<file path="config.mk">
export PLATFORM = sky130hd
export DESIGN_NAME = div_32_seq
export DESIGN_NICKNAME = d
export VERILOG_FILES = /design/src/rtl/div_32_seq.sv
export SDC_FILE = /design/constraint.sdc
export NUM_CORES = 1
export LEC_CHECK = 0
export CORE_UTILIZATION = 50
export CTS_CLUSTER_DIAMETER = 100
export CTS_CLUSTER_SIZE = 28
export DETAILED_ROUTE_END_ITERATION = 6
export PLACE_DENSITY = 0.74
export SYNTH_ARGS = -nofsm -noshare
export SYNTH_HDL_FRONTEND = slang
export SYNTH_SLANG_ARGS = --single-unit
</file>
<file path="constraint.sdc">
create_clock -name clk -period 3.25 [get_ports clk]
set_input_delay 0.65 -clock clk [delete_from_list [all_inputs] [get_ports clk]]
set_output_delay 0.65 -clock clk [all_outputs]
set_load 0.01 [all_outputs]
</file>
<file path="src/rtl/div_32_seq.sv">
// Iterative signed divider: radix-2 restoring, one quotient bit per cycle, fixed 34-cycle cadence.
// Result is packed {remainder, quotient} to match how the multiplier product is consumed.
module div_32_seq #(
    parameter int N = 32
) (
    input  logic           clk,
    input  logic           rst_n,
    input  logic           i_start,
    input  logic [N-1:0]   i_a,
    input  logic [N-1:0]   i_b,
    output logic           o_busy,
    output logic           o_done,
    output logic           o_dz,
    output logic [2*N-1:0] o_z
);

    localparam int CW = $clog2(N);

    typedef enum logic [1:0] {
        S_IDLE,
        S_CALC,
        S_FIX,
        S_DONE
    } state_t;

    state_t           r_state;
    logic [N:0]       r_rem;
    logic [N-1:0]     r_quo;
    logic [N-1:0]     r_divs;
    logic [N-1:0]     r_a;
    logic             r_sign_q;
    logic             r_sign_r;
    logic             r_bz;
    logic [CW-1:0]    r_cnt;
    logic             r_busy;
    logic             r_done;
    logic             r_dz;
    logic [2*N-1:0]   r_z;

    logic             w_accept;
    logic [N-1:0]     w_a_mag;
    logic [N-1:0]     w_b_mag;
    logic [N:0]       w_rem_sh;
    logic [N:0]       w_diff;
    logic [N-1:0]     w_q_fix;
    logic [N-1:0]     w_r_fix;

    assign w_accept = i_start && ((r_state == S_IDLE) || (r_state == S_DONE));
    // Negating the most negative value wraps back to itself, which is the correct unsigned magnitude.
    assign w_a_mag  = i_a[N-1] ? (~i_a + 1'b1) : i_a;
    assign w_b_mag  = i_b[N-1] ? (~i_b + 1'b1) : i_b;
    assign w_rem_sh = {r_rem[N-1:0], r_quo[N-1]};
    assign w_diff   = w_rem_sh - {1'b0, r_divs};
    assign w_q_fix  = r_sign_q ? (~r_quo + 1'b1) : r_quo;
    assign w_r_fix  = r_sign_r ? (~r_rem[N-1:0] + 1'b1) : r_rem[N-1:0];

    always_ff @(posedge clk or negedge rst_n) begin
        if (!rst_n) begin
            r_state  <= S_IDLE;
            r_rem    <= '0;
            r_quo    <= '0;
            r_divs   <= '0;
            r_a      <= '0;
            r_sign_q <= 1'b0;
            r_sign_r <= 1'b0;
            r_bz     <= 1'b0;
            r_cnt    <= '0;
            r_busy   <= 1'b0;
            r_done   <= 1'b0;
            r_dz     <= 1'b0;
            r_z      <= '0;
        end else begin
            r_done <= 1'b0;
            case (r_state)
                S_IDLE, S_DONE: begin
                    if (w_accept) begin
                        r_sign_q <= i_a[N-1] ^ i_b[N-1];
                        r_sign_r <= i_a[N-1];
                        r_a      <= i_a;
                        r_bz     <= (i_b == '0);
                        r_quo    <= w_a_mag;
                        r_divs   <= w_b_mag;
                        r_rem    <= '0;
                        r_cnt    <= CW'(N - 1);
                        r_busy   <= 1'b1;
                        r_state  <= S_CALC;
                    end else begin
                        r_state <= S_IDLE;
                    end
                end
                S_CALC: begin
                    // Dividend bits shift out of the quotient register as quotient bits shift in.
                    if (!w_diff[N]) begin
                        r_rem <= w_diff;
                        r_quo <= {r_quo[N-2:0], 1'b1};
                    end else begin
                        r_rem <= w_rem_sh;
                        r_quo <= {r_quo[N-2:0], 1'b0};
                    end
                    r_cnt <= r_cnt - 1'b1;
                    if (r_cnt == '0) begin
                        r_state <= S_FIX;
                    end
                end
                S_FIX: begin
                    if (r_bz) begin
                        r_z  <= {r_a, {N{1'b1}}};
                        r_dz <= 1'b1;
                    end else begin
                        r_z  <= {w_r_fix, w_q_fix};
                        r_dz <= 1'b0;
                    end
                    r_busy  <= 1'b0;
                    r_done  <= 1'b1;
                    r_state <= S_DONE;
                end
                default: r_state <= S_IDLE;
            endcase
        end
    end

    assign o_busy = r_busy;
    assign o_done = r_done;
    assign o_dz   = r_dz;
    assign o_z    = r_z;

endmodule

</file>
Yosys cells after proc, flatten, opt, wreduce, memory -nomap -nowiden
Index checks and enable logic that the tools add are counted.
{"block": "totals", "output_inout_bits": 67, "inputBits": 67, "register_bits": 205, "elab_cells": 60}
{"block": "op_classes", "n_addsub": 6, "bitwise": 5, "muxes": 20, "eq_ne": 5, "reduce_logical": 11}
{"op": "2-to-1 mux 32 bit", "count": 7}
{"op": "adder 32 x 1 -> 32 bit, second input constant", "count": 4}
{"op": "inverter 32 bit", "count": 4}
{"op": "one-hot mux 32 bit (2 select lines)", "count": 2}
{"op": "2-to-1 mux 64 bit", "count": 1}
{"op": "subtractor 33 x 32 -> 33 bit", "count": 1}
{"op": "logical NOT 32 bit", "count": 1}
{"op": "one-hot mux 5 bit (2 select lines)", "count": 1}
{"op": "one-hot mux 2 bit (3 select lines)", "count": 1}
{"op": "AND reduction 2 bit", "count": 3}
{"op": "logical NOT 5 bit", "count": 1}
{"op": "2-to-1 mux 1 bit", "count": 5}
{"op": "2-to-1 mux 5 bit", "count": 1}
{"op": "subtractor 5 x 1 -> 5 bit, second input constant", "count": 1}
{"op": "equality test 2 bit, second input constant", "count": 2}
{"op": "!= test 2 bit, second input constant", "count": 2}
{"op": "nonzero test 2 bit", "count": 2}
{"op": "equality test 2 x 1 -> 1 bit, second input constant", "count": 1}
{"op": "logical NOT 2 bit", "count": 1}
{"op": "2-to-1 mux 2 bit", "count": 1}
{"op": "one-hot mux 1 bit (2 select lines)", "count": 1}
{"op": "OR reduction 2 bit", "count": 1}
{"op": "logical AND 1 bit", "count": 1}
{"op": "logical OR 1 bit", "count": 1}
{"op": "XOR 1 bit", "count": 1}

Longest topological paths before layout
Gate-level depths: netlist of the first run.
{"block": "depth", "ltp_word": 5, "ltp_mapped": 12, "depth_no_buf": 11}

Least setup slack after synthesis of the first run
OpenSTA, ideal clock, no wires.
{"block": "synth_timing", "path_kind": "input-to-reg", "startpoint": "input i_b[1]", "endpoint": "register r_divs[29]", "required_time_ns": 3.128, "path_buffers": 0, "t_arrival_ns": 3.147, "setup_slack_ns": -0.020, "path_stages": 8, "cell_sequence": "or3_4 or4_4 or4_4 or4_4 nand2b_4 o41ai_4 xor2_1 o21ai_1"}
{"block": "synth_between", "elab_chain_cells": 3}
{"item": "from (decl)", "line_no": "10", "rtl": "input logic [N-1:0] i_b,"}
{"item": "inverter 32 bit", "line_no": "51", "rtl": "assign w_b_mag = i_b[N-1] ? (~i_b + 1'b1) : i_b;"}
{"item": "adder 32 x 1 -> 32 bit", "line_no": "51"}
{"item": "2-to-1 mux 32 bit", "line_no": "51"}
{"item": "to (signal assigned)", "line_no": "82", "rtl": "r_divs <= w_b_mag;"}
{"item": "to (decl)", "line_no": "29", "rtl": "logic [N-1:0] r_divs;"}
No other way between the ends.
A chain may end at the register's enable or synchronous reset.

Worst setup path after layout of the first run
{"block": "layout_timing", "startpoint": "input i_b[0]", "endpoint": "register r_divs[25]"}
Same word-level chain as after synthesis.

==> results of run 1 <==
## metal layers
| metal | wire length [µm] | GRT usage (%) | share of wire [%] | vias to the layer above |
|---|---|---|---|---|
| li1 | - | - | - | 5493 |
| met2 | 15500 | 42.5 | 47 | 296 |
| met3 | 1380 | 1.96 | 4.2 | 46 |
| met4 | 1060 | 8.11 | 3.2 | 0 |
| met5 | 0 | 0 | 0 | - |
| met1 | 15300 | 35.7 | 46 | 5369 |
## state kept, by name, summed over array words and instances, names as in the netlist, 2 cells and up
register,count
r_quo,32
r_state,2
r_divs,32
o_z,64
r_a,32
r_cnt,5
r_rem,32
## cell usage after synthesis, types with 34 or more instances
master	number	share of area (%)
dfrtp_1	204	40
nand2_1	178	5.2
o21ai_0	167	6.5
a21oi_1	88	3.4
xor2_1	78	5.3
nor2_1	75	2.2
clkbuf_1	68	2.0
xnor2_1	68	4.6
inv_1	61	1.8
mux2_2	52	4.5
ha_1	40	3.9
o31ai_1	34	2.0
## where the power goes
part / internal, W / switching, W / total (W)
combinational: 0.00353 / 0.00402 / 0.00755
sequential: 0.00357 / 0.000802 / 0.00438
clock: 0.000711 / 0.000828 / 0.00154
## critical path, cell delays in order
cell and delay (ns):
clkdlybuf4s50_1 0.41, or3_4 0.37, or4_4 0.43, or4_4 0.43, or4_4 0.57, nand2b_4 0.18, o21ai_0 0.20, xor2_1 0.17
o21ai_0 0.09
## placed cells by master, fill, tap and decap left out, types with 6 or more instances in the layout
cell type,Yosys,layout
o31ai_1,34,33
nand2_1,178,177
nand2b_1,12,11
and3_1,7,7
buf_4,2,118
mux2_2,52,52
dfrtp_1,204,201
clkbuf_16,0,11
a21o_1,14,14
a21oi_1,88,86
o21ai_1,3,6
o21ai_0,167,163
or3_4,2,6
or3_1,18,14
or4_1,15,11
o21a_1,12,11
nor3_1,17,17
xnor2_1,68,68
nand3_1,18,18
clkdlybuf4s50_1,0,126
nand4_1,9,9
ha_1,40,35
mux2i_1,32,32
o41ai_1,16,14
and2_1,6,6
nor4_1,11,11
inv_1,61,58
or4_4,4,8
o22a_1,32,32
xor2_1,78,78
nor2_1,75,75
## logic make-up after synthesis
group / after synthesis / share of synthesized area [%]
simple gates: 393 / 14.4
buf+inv: 143 / 4.32
compound gates: 423 / 20.7
fa+ha+maj: 41 / 4.04
mux: 84 / 7.02
xor+xnor: 146 / 9.91
flops: 204 / 39.6
## worst paths after layout
path / to / slack, ns / depth (start not counted)
max in group asynchronous: r_bz$_DFFE_PN0P_ / 2.27 / 2
max: r_divs[25]$_DFFE_PN0P_ / 0.08 / 9
min reg2reg: r_divs[6]$_DFFE_PN0P_ / 0.49 / 2
min: o_z[39]$_DFFE_PN0P_ / 0.18 / 1
max reg2reg: r_rem[2]$_DFFE_PN0P_ / 0.12 / 13
min in group clk: r_a[1]$_DFFE_PN0P_ / 0.49 / 3
## through the flow
step,util (%),setup TNS (ns),worst slack [ns],area (µm²)
finish,62.6,0,0.0775,15800
global route,62.6,-0.0342,-0.0300,15800
CTS,62.1,-0.00232,-0.00232,15700
detailed placement,60.7,-12.88,-0.618,15300
global placement,60.7,-10.70,-0.582,15300
floorplan,-,-0.0195,-0.0195,12900
## repair_timing
item | 4_1_cts | 5_1_grt
setup endpoints to repair | 33 | 47
gates resized for setup | 7 | 35
pin swaps | 0 | 11
cloned | 0 | 0
setup buffers | 0 | 1
## layout make-up
cell class | count | area share, %
flip-flops and latches | 204 | 32.3
clock buffers | 11 | 1.74
well taps | 330 | 2.61
repair buffers | 257 | 14.8
inverters | 61 | 1.45
clock inverters | 3 | 0.316
multi-input cells | 1087 | 46.8
==> results.sh, run 1 <==
export IMPL_chipWidth_um=163
export IMPL_post_drt_via_cell_ratio=5.74
export IMPL_drive_gt1_share_pct=14.7
export IMPL_cap_violations=0
export IMPL_drv_slew=0
export IMPL_vdd_drop_max_v=0.000749
export IMPL_worstPathMaxFanout=4
export IMPL_antenna_cells=0
export IMPL_die_h_um=163
export IMPL_holdWs_ns=0.180
export IMPL_startpoint="i_b[0]"
export IMPL_synth_nets=1542
export IMPL_r2r_start="r_divs[5]$_DFFE_PN0P_"
export IMPL_fillerInstances=2197
export IMPL_power_density_nw_per_um2=851
export IMPL_worstMarginPinSlew_ns=0.994
export IMPL_syn_to_final_growth_pct=22.7
export IMPL_endpoint_kind="flip-flop"
export IMPL_globalplace_congestion=0.951
export IMPL_grt_usage_pct=25.6
export IMPL_io_buffers=133
export IMPL_setup_viol=0
export IMPL_grt_first_pass_wirelength_mm=54.7
export IMPL_total_power_w=0.0135
export IMPL_regArea_um2=5110
export IMPL_seq_area_frac_synth_pct=39.6
export IMPL_finalHoldViolCount=0
export IMPL_finClkSkew_ns=0.0139
export IMPL_h_tree_depth=1
export IMPL_path_clk_slew_ns=0.11
export IMPL_maxSlewHeadroom_pct=33.5
export IMPL_finalCriticalPeriod_ns=3.17
export IMPL_synth_area_um2=12900
export IMPL_start_util_pct=51.1
export IMPL_ys_warn_count=0
export IMPL_cts_buffers=11
export IMPL_cts_hold_buf=0
export IMPL_drt_wl_total_mm=33.2
export IMPL_multi_input_area_um2=7400
export IMPL_io_pins=134
export IMPL_cts_root_buffer="clkbuf_16"
export IMPL_wl_per_cell_um=17.0
export IMPL_syn_instance_count=1434
export IMPL_yosys_most_used_dff="dfrtp_1"
export IMPL_die_area_um2=26400
export IMPL_avgSynthCellArea_um2=8.99
export IMPL_outcome="finished clean"
export IMPL_vias=11200
export IMPL_ys_types=69
export IMPL_drc=0
export IMPL_fp_coreArea_um2=25300
export IMPL_ys_seq_elements=204
export IMPL_p_leak_nw=7.11
export IMPL_fmax_mhz=315
export IMPL_cts_tree="yes"
export IMPL_cts_sinks=204
export IMPL_arrival_ns=3.51
export IMPL_grt_pass1_vias=10800
export IMPL_grt_overflow=0
export IMPL_synth_edf_count=0
export IMPL_min_period_over_period_pct=97.6
export IMPL_cp_start_kind="primary input"
export IMPL_clock_path_buffers=3
export IMPL_async_flop_share_pct=100
export IMPL_timing_worst_setup_path_type="primary input to flip-flop"
export IMPL_dp_cells=1938
export IMPL_dp_hpwl_mm=25.5
export IMPL_worstPathRequired_ns=3.59
export IMPL_min_path_type="primary input to async pin"
export IMPL_final_nets=1730
export IMPL_drt_pass1_iter_count=5
export IMPL_grt_max_degree=83
export IMPL_final_cell_count_no_fill=1953
export IMPL_clkLatencyLatePin_ns=0.47
export IMPL_drt_initial_drc_count=791
export IMPL_num_rows=58
export IMPL_ant_nets=0
export IMPL_antenna_found_initial=0
(Power assumes the default switching activity.)
==> run 2, diff against run 1 <==
Settings changed: CORE_UTILIZATION 50 to 52, PLACE_DENSITY 0.74 to 0.77.
==> results.sh, run 2 (same netlist as run 1, synthesis figures left out) <==
export IMPL_switching_power_w=0.00576
export IMPL_min_period_over_period_pct=96.8
export IMPL_worstPathRequired_ns=3.62
export IMPL_start_util_pct=53.0
export IMPL_grt_overflow=0
export IMPL_finalHoldViolCount=0
export IMPL_worst_path_buf_inv=0
export IMPL_ant_nets=0
export IMPL_power_density_nw_per_um2=857
export IMPL_most_common_layout_cells="dfrtp_1, nand2_1, o21ai_0, clkdlybuf4s50_1, buf_4"
export IMPL_grt_setup_unrepaired="yes"
export IMPL_largest_reg_flops=64
export IMPL_cts_hold_buf=0
export IMPL_finalInstanceArea_um2=15700
export IMPL_intPower_w=0.00769
export IMPL_routed_wl_met2_mm=15.9
export IMPL_post_drt_via_cell_ratio=5.82
export IMPL_io_buffers=133
export IMPL_cp_start_kind="flip-flop"
export IMPL_vias=11300
export IMPL_chipWidth_um=159
export IMPL_crit_top_cell="or4_4"
export IMPL_num_rows=57
export IMPL_clkLatencyLatePin_ns=0.48
export IMPL_cap_violations=0
export IMPL_crit_chain="or4_4, or3_4, or4_4, or4_4, o31ai_4, xor2_1, o21ai_2, mux2_4"
export IMPL_p_clk_share_pct=11.0
export IMPL_finalCriticalPeriod_ns=3.15
export IMPL_die_area_um2=25400
export IMPL_tns_ns=0
export IMPL_comb_power_share_pct=56.1
export IMPL_cts_root_buffer="clkbuf_16"
export IMPL_p_leak_nw=7.04
export IMPL_switching_share_pct=42.9
export IMPL_maxSlewHeadroom_pct=43.9
export IMPL_grt_pass1_vias=10700
export IMPL_drive_gt1_share_pct=14.0
export IMPL_top_layer_used="met4"
export IMPL_arrival_ns=3.51
export IMPL_fmax_mhz=318
export IMPL_total_power_w=0.0135
export IMPL_cp_top_family="simple AND/OR/NAND/NOR gates"
export IMPL_antenna_cells=0
export IMPL_path_clk_slew_ns=0.11
export IMPL_placed_area_um2=15200
export IMPL_h_tree_depth=1
export IMPL_dp_hpwl_mm=25.9
export IMPL_layout_commonest_cell="dfrtp_1"
export IMPL_cts_sinks=204
export IMPL_setup_viol=0
export IMPL_io_pins=134
export IMPL_fp_coreArea_um2=24300
export IMPL_clock_path_buffers=3
export IMPL_timing_worst_setup_path_type="flip-flop to flip-flop"
export IMPL_worstMarginPinSlew_ns=0.840
export IMPL_outcome="finished clean"
export IMPL_grt_first_pass_wirelength_mm=55.4
export IMPL_drt_initial_drc_count=754
export IMPL_min_path_type="primary input to async pin"
export IMPL_antenna_found_initial=0
export IMPL_syn_to_final_growth_pct=21.7
export IMPL_cts_tree="yes"
export IMPL_endpoint_kind="flip-flop"
export IMPL_drt_pass1_iter_count=6
export IMPL_cpMaxStageDelayCell="or4_4"
export IMPL_drt_wl_total_mm=33.8
export IMPL_finClkSkew_ns=0.0173
export IMPL_grt_max_degree=88
export IMPL_cts_buffers=11
export IMPL_cpPeakStageDelay_ns=0.54
export IMPL_worstPathMaxFanout=5
export IMPL_drv_slew=0
export IMPL_grt_usage_pct=26.7
export IMPL_globalplace_congestion=0.970
export IMPL_vdd_drop_max_v=0.000530
export IMPL_final_nets=1727
export IMPL_p_seq_share_pct=32.9
export IMPL_wl_per_cell_um=17.4
export IMPL_met1Wirelength_mm=15.0
export IMPL_drc=0
export IMPL_die_h_um=159
export IMPL_route_met3_wl_mm=1.81
run 2: cell types whose count changed in the layout (fill, tap and decap cells not counted), moves of 3 or more:
cell             before  now
ha_1                 35   39
inv_1                58   61
inv_2                 3    0
dlymetal6s2s_1        5    0
clkdlybuf4s50_1     126  130
run 2: metrics by stage:
stage	setup WS, ns	utilization (%)	hold WS [ns]	instances
6_report	0.104	64.6	0.216	1943
5_1_grt	-0.00782	64.6	0.268	1943
4_1_cts	0.00943	64.1	0.243	1941
3_5_place_dp	-0.594	62.7	0.471	1927
3_3_place_gp	-0.538	62.7	0.462	1927
2_1_floorplan	-0.0195	-	0.354	1434
run 2: final timing paths:
path                                   startpoint                endpoint  slack [ns]  cells past startpoint
min in group clk           r_divs[11]$_DFFE_PN0P_  r_divs[11]$_DFFE_PN0P_        0.49                      2
setup / recovery            r_rem[13]$_DFFE_PN0P_     o_z[58]$_DFFE_PN0P_        0.10                      8
setup reg to reg            r_rem[13]$_DFFE_PN0P_     o_z[58]$_DFFE_PN0P_        0.10                      8
max in group asynchronous                   rst_n     o_z[11]$_DFFE_PN0P_        2.28                      2
hold / removal                              rst_n      r_a[2]$_DFFE_PN0P_        0.22                      1
hold reg to reg            r_divs[11]$_DFFE_PN0P_  r_divs[11]$_DFFE_PN0P_        0.49                      2
run 2: layout make-up:
cell class / instances / area, µm²
clock buffer: 11 / 275
clock inverter: 2 / 25.0
fill: 2042 / 8620
inverter: 61 / 229
multi-input combinational: 1087 / 7360
sequential: 204 / 5110
tap: 324 / 405
timing repair buffer: 254 / 2300
run 2: power groups by stage:
| stage | clock, W | sequential [W] | combinational [W] |
|---|---|---|---|
| floorplan | 0 | 0.00437 | 0.00494 |
| global placement | 0 | 0.00441 | 0.00721 |
| detailed placement | 0 | 0.00446 | 0.00741 |
| CTS | 0.00152 | 0.00441 | 0.00744 |
| global route | 0.00159 | 0.00455 | 0.00831 |
| finish | 0.00148 | 0.00442 | 0.00754 |
run 2: layer usage:
metal  GRT usage, %  up-vias
li1               -     5471
met1           36.6     5403
met2           44.4      384
met3           2.32       51
met4           8.96        0
met5              0        -
run 2: worst register-to-register path: stages (launching register included):
cell and delay (ns):
dfrtp_1 0.40, or4_4 0.54, or3_4 0.43, or4_4 0.43, or4_4 0.47, o31ai_4 0.19
xor2_1 0.19, o21ai_2 0.09, mux2_4 0.29
run 2: what timing repair did:
item	in CTS	in global routing
buffers inserted	1	1
pin swaps	6	3
resized for setup	7	24
setup endpoints to repair	22	42
cloned	0	1
==> run 3, diff against run 2 <==
Settings changed: CORE_UTILIZATION 52 to 59, DONT_BUFFER_PORTS set to 1, PLACE_DENSITY 0.77 to 0.78.
==> results.sh, run 3 (same netlist as run 1, synthesis figures left out) <==
export IMPL_worstPathRequired_ns=3.61
export IMPL_globalplace_congestion=0.924
export IMPL_min_path_type="primary input to async pin"
export IMPL_dp_hpwl_mm=23.5
export IMPL_routed_wl_met2_mm=14.3
export IMPL_top_layer_used="met5"
export IMPL_met1Wirelength_mm=13.6
export IMPL_die_h_um=150
export IMPL_dp_cells=1697
export IMPL_drv_slew=0
export IMPL_cts_tree="yes"
export IMPL_grt_usage_pct=28.4
export IMPL_grt_setup_unrepaired="no"
export IMPL_drt_pass1_iter_count=5
export IMPL_cp_start_kind="flip-flop"
export IMPL_clkLatencyLatePin_ns=0.48
export IMPL_num_rows=53
export IMPL_cts_root_buffer="clkbuf_16"
export IMPL_finalCriticalPeriod_ns=3.15
export IMPL_antenna_found_initial=2
export IMPL_drc=0
export IMPL_min_period_over_period_pct=96.8
export IMPL_cts_buffers=11
export IMPL_worstMarginPinSlew_ns=0.972
export IMPL_path_clk_slew_ns=0.11
export IMPL_most_common_layout_cells="dfrtp_1, nand2_1, o21ai_0, a21oi_1, xor2_1"
export IMPL_arrival_ns=3.51
export IMPL_finClkSkew_ns=0.0232
export IMPL_chipWidth_um=150
export IMPL_power_density_nw_per_um2=895
export IMPL_holdWs_ns=-0.146
export IMPL_fmax_mhz=318
export IMPL_wl_per_cell_um=18.2
export IMPL_endpoint_kind="flip-flop"
export IMPL_setup_ws_ns=0.103
export IMPL_cts_sinks=204
export IMPL_ant_nets=0
export IMPL_layout_commonest_cell="dfrtp_1"
export IMPL_post_cts_buffers=0
export IMPL_vdd_drop_max_v=0.000463
export IMPL_io_pins=134
export IMPL_final_nets=1543
export IMPL_grt_pass1_vias=10200
export IMPL_start_util_pct=60.8
export IMPL_die_area_um2=22500
export IMPL_r2r_start="r_rem[13]$_DFFE_PN0P_"
export IMPL_maxSlewHeadroom_pct=35.0
export IMPL_io_buffers=0
export IMPL_grt_first_pass_wirelength_mm=50.7
export IMPL_largest_reg_flops=64
export IMPL_syn_to_final_growth_pct=6.87
export IMPL_place_ws_ns=-0.108
export IMPL_worstPathMaxFanout=5
export IMPL_startpoint="r_rem[13]$_DFFE_PN0P_"
export IMPL_fp_coreArea_um2=21200
export IMPL_setup_viol=0
export IMPL_finalHoldViolCount=204
export IMPL_fillerInstances=1781
export IMPL_vias=10500
export IMPL_cap_violations=0
export IMPL_timing_worst_setup_path_type="flip-flop to flip-flop"
export IMPL_grt_max_degree=205
export IMPL_violations="hold timing"
export IMPL_post_drt_via_cell_ratio=6.13
export IMPL_drt_initial_drc_count=665
export IMPL_outcome="finished with violations"
export IMPL_drive_gt1_share_pct=11.2
export IMPL_p_leak_nw=6.23
export IMPL_drt_wl_total_mm=31.2
export IMPL_route_met3_wl_mm=2.08
export IMPL_grt_overflow=0
export IMPL_clock_path_buffers=3
export IMPL_final_cell_count_no_fill=1711
export IMPL_h_tree_depth=1
-- run 3: cell count changes in the layout (fill, tap and decap cells not counted), sizes merged --
cell,change
buf,-50
clkbuf,-2
clkdlybuf4s50,-130
diode,+1
dlygate4sd2,-2
-- run 3: final timing paths --
kind                                     endpoint  slack (ns)  depth (start not counted)
max in group asynchronous   r_rem[24]$_DFFE_PN0P_        3.15                          0
max reg2reg                   o_z[56]$_DFFE_PN0P_        0.10                          8
max                           o_z[56]$_DFFE_PN0P_        0.10                          8
min in group clk                 r_bz$_DFFE_PN0P_        0.27                          1
min                           o_z[43]$_DFFE_PN0P_       -0.15                          0
min reg2reg                r_divs[13]$_DFFE_PN0P_        0.49                          2
-- run 3: worst max-delay path, stage by stage, from the launching register on --
cell     delay [ns]
dfrtp_1        0.41
or4_4          0.56
or3_4          0.40
or4_1          0.44
or4_4          0.45
nand2_1        0.10
xor2_1         0.18
o21ai_0        0.16
mux2_2         0.32
-- run 3: layout make-up --
type                    instances  area (µm²)  share of cell area (%)
multi-input cells            1087        7260                    52.7
flip-flops and latches        204        5110                    37.0
repair buffers                 70         538                    3.90
well taps                     275         344                    2.50
clock buffers                  11         275                    2.00
inverters                      61         229                    1.66
clock inverters                 2        25.0                   0.182
diodes                          1        2.50                  0.0182
-- run 3: repair_timing --
| action | CTS | global route |
|---|---|---|
| setup endpoints to repair | 0 | 34 |
| endpoints found under the hold margin | 204 | 204 |
| gates resized for setup | 0 | 6 |
-- run 3: metal layers --
metal,GRT usage [%],vias to the layer above
met5,0,-
met4,12.0,2
met3,4.24,68
met2,45.9,312
met1,38.0,5007
li1,-,5096
-- run 3: stage by stage --
stage               utilization [%]  setup TNS, ns  area, µm²  total power [W]
floorplan                         -        -0.0195      12900          0.00931
global placement               63.5         -0.174      13500           0.0106
detailed placement             63.5         -0.320      13500           0.0109
CTS                            64.9              0      13800           0.0124
global route                   64.9              0      13800           0.0133
finish                         65.0              0      13800           0.0123
-- run 3: power by group --
| part | internal, W | switching [W] |
|---|---|---|
| Sequential | 0.00357 | 0.00104 |
| Combinational | 0.00274 | 0.00353 |
| Clock | 0.000630 | 0.000827 |
